===== config.mk =====
export PLATFORM = sky130hd
export DESIGN_NAME = addr_decoding_prog
export DESIGN_NICKNAME = d
export VERILOG_FILES = /design/src/rtl/addr_decoding_prog.sv
export SDC_FILE = /design/constraint.sdc
export NUM_CORES = 1
export LEC_CHECK = 0
export ABC_AREA = 1
export BUFFER_PORTS_ARGS = -buffer_cell sky130_fd_sc_hd__buf_2
export CAP_MARGIN = 10
export CORE_ASPECT_RATIO = 0.8
export CORE_MARGIN = 3
export CORE_UTILIZATION = 45
export CTS_CLUSTER_SIZE = 20
export DETAILED_ROUTE_END_ITERATION = 12
export PLACE_DENSITY = 0.75
export REMOVE_ABC_BUFFERS = 1
export SKIP_LAST_GASP = 1
export SLEW_MARGIN = 20
export SYNTH_ARGS = -nofsm -noshare
export SYNTH_HDL_FRONTEND = slang
export SYNTH_SLANG_ARGS = --single-unit

===== constraint.sdc =====
create_clock -name clk -period 5.1 [get_ports clk]
set_input_delay 0.255 -clock clk [delete_from_list [all_inputs] [get_ports clk]]
set_output_delay 0.255 -clock clk [all_outputs]
set_load 0.05 [all_outputs]

===== src/rtl/addr_decoding_prog.sv =====
// Program-memory window decoder: CS_P/offset are combinational; cs_p_q, offset_q, oob_err, hit_cnt are registered (1 cycle).
// No backpressure: every cycle's addr/addr_valid is consumed, hit_cnt saturates instead of wrapping.
module addr_decoding_prog #(
    parameter int                ADDR_W = 32,
    parameter logic [ADDR_W-1:0] INF    = 32'h0000_09F0,
    parameter logic [ADDR_W-1:0] SUP    = 32'h0000_1A13,
    parameter int                OFS_W  = 13,
    parameter int                CNT_W  = 16
) (
    input  logic              clk,
    input  logic              rst_n,
    input  logic [ADDR_W-1:0] addr,
    input  logic              addr_valid,
    input  logic              err_clr,
    output logic              CS_P,
    output logic              cs_p_q,
    output logic [OFS_W-1:0]  offset,
    output logic [OFS_W-1:0]  offset_q,
    output logic              oob_err,
    output logic [CNT_W-1:0]  hit_cnt
);

    localparam longint unsigned SPAN = 64'(SUP) - 64'(INF);

    generate
        if ((INF > SUP) || (SPAN >= (64'd1 << OFS_W))) begin : g_bad_window
            $error("addr_decoding_prog: window [INF,SUP] empty or wider than offset field");
        end
    endgenerate

    logic [OFS_W-1:0] rel;

    // Offset is only meaningful inside the window, so the truncated difference never aliases.
    assign CS_P   = (addr >= INF) && (addr <= SUP);
    assign rel    = OFS_W'(addr - INF);
    assign offset = CS_P ? rel : '0;

    always_ff @(posedge clk or negedge rst_n) begin
        if (!rst_n) begin
            cs_p_q   <= 1'b0;
            offset_q <= '0;
            oob_err  <= 1'b0;
            hit_cnt  <= '0;
        end else begin
            cs_p_q   <= CS_P & addr_valid;
            offset_q <= addr_valid ? offset : '0;
            if (err_clr) begin
                oob_err <= 1'b0;
                hit_cnt <= '0;
            end else if (addr_valid && !CS_P) begin
                oob_err <= 1'b1;
            end else if (addr_valid && (hit_cnt != '1)) begin
                hit_cnt <= hit_cnt + CNT_W'(1);
            end
        end
    end

endmodule


Word-level counts from Yosys, hierarchy flattened
Cells that the tools add are included.
{"block": "classes", "shift": 0, "n_addsub": 2, "multipliers": 0, "n_bitwise": 1, "n_reduce_logical": 7, "n_div": 0, "order_cmp": 2, "n_eq_ne": 2, "mux": 7}
{"cell": "16-bit 2-to-1 mux", "n": 3}
{"cell": "32-bit by 12-bit greater-or-equal comparator with 1-bit output, second input constant", "n": 1}
{"cell": "32-bit by 13-bit less-or-equal comparator with 1-bit output, second input constant", "n": 1}
{"cell": "13-bit 2-to-1 mux", "n": 2}
{"cell": "16-bit by 1-bit adder with 16-bit output, second input constant", "n": 1}
{"cell": "16-bit != test, second input constant", "n": 1}
{"cell": "13-bit by 12-bit subtractor with 13-bit output, second input constant", "n": 1}
{"cell": "2-bit nonzero test", "n": 2}
{"cell": "1-bit logical AND", "n": 3}
{"cell": "1-bit 2-to-1 mux", "n": 2}
{"cell": "2-bit != test, second input constant", "n": 1}
{"cell": "2-bit AND reduction", "n": 1}
{"cell": "1-bit AND", "n": 1}
{"cell": "1-bit zero test", "n": 1}
{"block": "word_totals", "mem_count": 0, "output_inout_bits": 45, "wordCells": 25, "register_bits": 31, "inputBits": 36, "ramBits": 0, "latchBits": 0, "rom_bits": 0}

Depth between registers and ports, before layout
Gate-level depths: netlist (run 1).
{"block": "logic_depth", "ltp_word": 6, "ltp_mapped": 12, "mapped_depth_nobuf": 11}

Worst setup path before layout (run 1)
OpenSTA, ideal clock, no wires.
{"block": "synth_path", "path_type": "input -> output", "from": "input addr[4]", "to": "output offset[10]", "cell_stages": 10, "t_arrival_ns": 2.294, "required_ns": 4.845, "n_path_buf": 1, "slack_ns": 2.551, "cell_sequence": "ha_1 -> nand2_1 -> nor2_2 -> nand3_1 -> nand2_1 -> nor2_2 -> nor3_4 -> inv_2 -> buf_2 -> nor2_1"}
{"block": "synth_between", "elab_chain_cells": 3, "word_cells_on_any_way": 5, "classes_between": "add/sub (1); order compare (2); mux (1); reduce/logical (1)"}
{"element": "from (decl)", "line": "12", "rtl": "input logic [ADDR_W-1:0] addr,"}
{"element": "32-bit by 12-bit greater-or-equal comparator with 1-bit output or 32-bit by 13-bit less-or-equal comparator with 1-bit output (tied branches)", "line": "34", "rtl": "assign CS_P = (addr >= INF) && (addr <= SUP);"}
{"element": "1-bit logical AND *", "line": "34"}
{"element": "named net CS_P", "line": "15", "rtl": "output logic CS_P,"}
{"element": "13-bit 2-to-1 mux *", "line": "36", "rtl": "assign offset = CS_P ? rel : '0;"}
{"element": "to (decl)", "line": "17", "rtl": "output logic [OFS_W-1:0] offset,"}
Mark *: on every way through the listed nets, which the timed path passes. The rest lies on a longest branch.

Final worst setup path (run 1)
{"block": "layout_path", "from": "input addr[4]", "to": "output offset[6]"}
{"block": "layout_between", "elab_chain_cells": 3, "word_cells_on_any_way": 5, "classes_between": "add/sub (1); order compare (2); mux (1); reduce/logical (1)"}
{"element": "32-bit by 12-bit greater-or-equal comparator with 1-bit output or 32-bit by 13-bit less-or-equal comparator with 1-bit output (tied branches)", "line": "34"}
{"element": "1-bit logical AND", "line": "34"}
{"element": "13-bit 2-to-1 mux *", "line": "36"}
Every way passes the cells marked *; elsewhere a longest branch is shown, timed or not.

==> out/metrics.yaml, run 1 <==
timing:
  max_slew.worst_pin.slew_ps: 696
  max_slew_margin: 0.536
  rsz0062_at_grt: "no"
  fin_crit_sh: 0.407
  fin_tns_setup_ps: 0
  period_needed_ps: 2070
  finClkSkew_ps: 3.79
  drv_slew: 0
  clock.fmax_ghz: 0.482
  hold_viol_final: 0
  setup_viol: 0
floorplan:
  die_h_um: 67
  io_pins: 81
  coreArea_sq_um: 4340
  start_util: 0.483
  rows: 21
  die_area_sq_um: 5510
  die_w_um: 82.3
synthesis:
  yosysMostFrequentCell: "nor2_1"
  ys_async_sr_fraction: 1.00
  yosysUniqueCellTypes: 28
  synth_area_leaders: "dfrtp_1, nor2_1, nand2_1, nand3_1, xor2_1"
  synth-edff-count: 0
  yosysTopAreaCellShare: 0.371
  synth_warnings: 0
  yosysTopAreaCell: "dfrtp_1"
  syn_area_sq_um: 2090
  syn_area_per_cell_sq_um: 6.86
  synth-seq-cells: 31
  synthesis.instances: 305
  synth_ff_type: "dfrtp_1"
  ys_seq_area_frac: 0.371
  synth_common_cells: "nor2_1, nand2_1, nand3_1, dfrtp_1, inv_1"
detailed_routing:
  avgViaCountPerCell: 4.88
  dr_wl_met2_um: 2370
  wl_met3_um: 411
  detail_route.wl_per_cell_um: 12.0
  drtIter0Drc: 149
  drc: 0
  dr.pass1.iters: 4
  routed_wl_um: 5280
  wl_met1_um: 2450
  vias: 2150
  ant_nets: 0
  top_layer_used: "met4"
final_layout:
  fillers: 426
  antenna_cells: 0
  area_growth_pct: 24.4
  drive_gt1_frac: 0.284
  finalNetCount: 423
setup_path:
  worstSetupPathType: "in -> out"
  required_ps: 4850
  crit_fanout: 13
  critPathArrivalTime_ps: 1820
  end_kind: "output pin"
  startpoint_type: "primary input"
cts:
  cts_buffers: 5
  clk_pin_slew_worst_paths_ps: 60
  postCtsSetupBuffers: 0
  clock_latency_ps: 280
  cts.sinks: 31
  cts-root-buf: "clkbuf_8"
  cts_tree: "yes"
  cts_resized: 0
  hold_buffers: 0
  cts_buffer_depth: 2
  h-tree-depth: 2
global_routing:
  grt_pass1_vias: 1975
  grt_max_degree: 32
  grt_pass1_wl_um: 8850
  grt_use_total: 0.207
  grt.overflow.total: 0
  antenna_found_initial: 0
pwr:
  peakVddDrop_mv: 0.113
  p_total_mw: 0.541
  power_leakage_nw: 1.43
  p_per_area_nw_per_um2: 208
placed_design:
  hpwl_um: 3980
  io_buffer_count: 80
  place.gp.congestion: 0.921
run_status:
  status: "completed"
worst_hold_path:
  hp-class: "in -> async"
flow_run:
  drv_cap: 0
## kinds of logic (layout without fill, tap and decap cells)
logic type               Yosys count  after routing  synth area share
AO/OA/AOI/OAI                      8              8            0.0209
adder cells (fa/ha/maj)            3              3            0.0179
flip-flops                        31             31             0.371
buffers and inverters             37            116            0.0753
AND/OR/NAND/NOR                  212            212             0.457
XOR/XNOR                          14             14            0.0586
## cells in the final DEF, fill, tap and decap left out, types with 3 or more instances in the layout
| cell | count |
|---|---|
| nor3_1 | 8 |
| inv_2 | 3 |
| xnor2_1 | 3 |
| nor2_1 | 71 |
| clkbuf_8 | 6 |
| ha_1 | 3 |
| o21ai_0 | 3 |
| inv_1 | 25 |
| xor2_1 | 11 |
| nand2_1 | 67 |
| nand3_1 | 42 |
| buf_2 | 80 |
| nor2_2 | 11 |
| dfrtp_1 | 31 |
| a21oi_1 | 3 |
## cell type report
type / count / area, sq um / area share
clock buffers: 6 / 82.6 / 0.0317
inverters: 29 / 109 / 0.0418
flip-flops and latches: 31 / 776 / 0.298
multi-input cells: 237 / 1160 / 0.445
clock inverters: 1 / 5.00 / 0.00192
well taps: 57 / 71.3 / 0.0274
repair buffers: 80 / 400 / 0.154
## per-layer routing
metal  track usage  vias up
li1              -     1120
met1         0.278      954
met2         0.322       69
met3        0.0581        7
met4        0.0602        0
met5             0        -
## registers in the layout, indices dropped and copies added (netlist names)
register  flops
hit_cnt      16
offset_q     13
oob_err       1
cs_p_q        1
## worst paths after layout
check,slack (ps),start,end,cells past startpoint
min reg2reg,500,oob_err,oob_err,2
max,3030,addr[4],offset[6],11
max in group asynchronous,4630,rst_n,offset_q[11],1
max reg2reg,3060,hit_cnt[0],hit_cnt[10],8
min,20,rst_n,hit_cnt[6],1
min in group clk,190,addr[4],offset_q[4],2
## per-stage QoR
| stage | utilization | cell area [sq um] | setup WS, ps | cells | hold slack [ps] |
|---|---|---|---|---|---|
| final | 0.601 | 2600 | 3030 | 441 | 17.7 |
| after global routing | 0.601 | 2600 | 2760 | 441 | 74.3 |
| after CTS | 0.601 | 2600 | 3010 | 441 | 38.8 |
| after detailed placement | 0.580 | 2520 | 3020 | 434 | 341 |
| after global placement | 0.580 | 2520 | 3090 | 434 | 337 |
| after floorplan | - | 2040 | 2590 | 297 | -40.6 |
## critical path, stage by stage
cell and delay [ps]:
buf_2 130, ha_1 200, nand2_1 90, nor2_2 100, nand3_1 110, nand2_1 130, nor2_2 60, nor3_4 220
inv_2 150, nor2_1 110, buf_2 270
## power by group
| part | leakage [nW] | internal, mW | switching [mW] |
|---|---|---|---|
| Clock | 0.0470 | 0.106 | 0.0887 |
| Combinational | 0.958 | 0.0280 | 0.0629 |
| Sequential | 0.429 | 0.251 | 0.00521 |
(Power assumes the default switching activity.)
==> run 2: changes to the inputs <==
--- a/config.mk
+++ b/config.mk
@@ -10,10 +10,10 @@
 export CAP_MARGIN = 10
 export CORE_ASPECT_RATIO = 0.8
 export CORE_MARGIN = 3
-export CORE_UTILIZATION = 45
+export CORE_UTILIZATION = 44
 export CTS_CLUSTER_SIZE = 20
 export DETAILED_ROUTE_END_ITERATION = 12
-export PLACE_DENSITY = 0.75
+export PLACE_DENSITY = 0.76
 export REMOVE_ABC_BUFFERS = 1
 export SKIP_LAST_GASP = 1
 export SLEW_MARGIN = 20
==> constraint.sdc (replaced) <==
create_clock -name clk -period 1.75 [get_ports clk]
set_input_delay 0.0875 -clock clk [delete_from_list [all_inputs] [get_ports clk]]
set_output_delay 0.0875 -clock clk [all_outputs]
set_load 0.05 [all_outputs]
==> out/metrics.yaml, run 2 (synthesis gave the netlist of run 1 again) <==
run_status:
  status: "completed"
cts:
  cts_buffers: 5  # unchanged
  cts-root-buf: "clkbuf_8"
  cts.sinks: 31  # unchanged
  h-tree-depth: 2  # unchanged
  cts_tree: "yes"
  clock_latency_ps: 290  # about the same
  cts_buffer_depth: 2  # unchanged
  clk_pin_slew_worst_paths_ps: 60  # about the same
placed_design:
  post-place-ws_ps: 39.0  # -2980 ps
  place_inst: 445  # +2.5%
  place.gp.congestion: 0.856  # -7.0%
  io_buffer_count: 80  # unchanged
  hpwl_um: 4220  # +6.0%
setup_path:
  required_ps: 1970  # -2880 ps
  startpoint_type: "flip-flop"
  worstSetupPathType: "reg -> reg"
  r2r_cells: 8  # unchanged
  slowest_delay_ps: 380  # +110 ps
  crit_cells: 8  # -3
  critPathBufInv: 0  # -3
  crit_fanout: 4  # -9
  r2r_slack_ps: 120  # -2940 ps
  worstPathCellList: "ha_2 > nand2_1 > nor3_1 > nand3_1 > xor2_1 > nor2_1 > nand3_1 > nand2_1"
  critPathArrivalTime_ps: 1850  # +30 ps
  slowest_stage: "dfrtp_1"
  end_kind: "flip-flop"
  critical-path-top-delay-family: "simple AND/OR/NAND/NOR gates"
global_routing:
  grt_use_total: 0.205  # -0.00238
  grt_pass1_vias: 1998  # +1.2%
  antenna_found_initial: 0  # unchanged
  grt.overflow.total: 0  # unchanged
  grt_max_degree: 32  # unchanged
  grt_pass1_wl_um: 9200  # +3.9%
timing:
  hold_viol_final: 0  # unchanged
  finClkSkew_ps: 6.86  # +3.07 ps
  fin_ws_ps: 125  # -2900 ps
  period_needed_ps: 1630
  clock.fmax_ghz: 0.615
  rsz0062_at_grt: "yes"
  max_slew.worst_pin.slew_ps: 698  # +2.48 ps
  fin_tns_setup_ps: 0  # unchanged
  fin_crit_sh: 0.929
  timing.hold.ws_ps: 49.8  # +32.1 ps
  drv_slew: 0  # unchanged
  max_slew_margin: 0.535  # -0.00166
  setup_viol: 0  # unchanged
detailed_routing:
  detail_route.wl_per_cell_um: 12.3  # +2.3%
  avgViaCountPerCell: 4.80  # -1.6%
  drc: 0  # unchanged
  ant_nets: 0  # unchanged
  vias: 2202  # +2.4%
  routed_wl_um: 5630  # +6.5%
  dr.pass1.iters: 4  # unchanged
  drtIter0Drc: 136  # -8.7%
pwr:
  power_frac_comb: 0.180  # +0.012
  pwr-share-seq: 0.447  # -0.026
  internal_power_mw: 1.19  # +210%
  p_per_area_nw_per_um2: 590  # +180%
  p_switching_mw: 0.471  # +200%
  peakVddDrop_mv: 0.354  # +210%
  power_leakage_nw: 1.51  # +5.5%
  clockPowerShare: 0.373  # +0.014
  p_sw_frac: 0.283  # -0.00716
final_layout:
  largest_reg_flops: 16  # unchanged
  finalNetCount: 440  # +4.0%
  layout_common_cells: "nor2_1, nand2_1, buf_2"
  fin_cells: 459  # +4.1%
  regMostFlops: "hit_cnt"
  area_growth_pct: 34.8
  largestRegisters: "hit_cnt x16, offset_q x13"
  antenna_cells: 0  # unchanged
  final_common_cell: "nor2_1"
  fillers: 403  # -5.4%
  drive_gt1_frac: 0.326  # +0.0420
flow_run:
  drv_cap: 0  # unchanged
floorplan:
  die_area_sq_um: 5630  # +2.1%
  coreArea_sq_um: 4390  # +1.2%
  io_pins: 81  # unchanged
  die_w_um: 83.1  # +1.0%
  start_util: 0.477  # -0.00578
  die_h_um: 67.7  # +1.0%
  rows: 21  # unchanged
worst_hold_path:
  hp-class: "in -> reg"
  hold_depth: 3
-- run 2: cell types whose count changed in the layout (fill, tap and decap cells not counted), sizes merged --
cell | previous run | this run
clkbuf | 6 | 14
buf | 80 | 89
nand3 | 44 | 45
dlygate4sd3 | 0 | 1
clkinv | 2 | 1
-- run 2: per-layer routing --
metal,share of wire,up-vias,track usage
met5,0,-,0
met1,0.47,981,0.267
met2,0.46,58,0.334
li1,-,1157,-
met4,0.011,0,0.0673
met3,0.060,6,0.0561
-- run 2: worst paths after layout --
check | start | end
setup / recovery | hit_cnt[1] | hit_cnt[14]
hold / removal | addr[2] | offset_q[2]
setup reg to reg | hit_cnt[1] | hit_cnt[14]
hold reg to reg | oob_err | oob_err
max in group asynchronous | rst_n | hit_cnt[0]
min in group asynchronous | rst_n | hit_cnt[5]
-- run 2: area by class of cell --
cell class,count,area (sq um),share of cell area
Multi-Input combinational cell,238,1210,0.428
Sequential cell,31,776,0.275
Timing Repair Buffer,96,556,0.197
Inverter,29,111,0.0395
Clock buffer,8,100,0.0355
Tap cell,57,71.3,0.0253
-- run 2: power groups by stage --
stage | Sequential [mW] | Combinational [mW] | Clock [mW]
3_5_place_dp | 0.757 | 0.281 | 0
3_3_place_gp | 0.756 | 0.275 | 0
5_1_grt | 0.745 | 0.337 | 0.669
4_1_cts | 0.744 | 0.284 | 0.635
6_report | 0.744 | 0.300 | 0.622
2_1_floorplan | 0.805 | 0.105 | 0
-- run 2: through the flow --
step | area [sq um] | total power [mW] | util
after floorplan | 2040 | 0.910 | -
final | 2820 | 1.67 | 0.643
after detailed placement | 2600 | 1.04 | 0.592
after CTS | 2710 | 1.66 | 0.617
after global routing | 2820 | 1.75 | 0.643
after global placement | 2600 | 1.03 | 0.592
-- run 2: timing repair --
item | in CTS | in global routing
setup endpoints to repair | 0 | 29
hold buffers | 1 | 0
buffers inserted | 0 | 4
hold endpoints to repair | 31 | 0
resized for setup | 0 | 29
-- run 2: worst reg2reg max path, delay by kind of cell (launching register included) --
kind / cells / cell delay [ps]
xor+xnor: 1 / 160
fa+ha+maj: 1 / 220
flops: 1 / 380
simple gates: 6 / 810
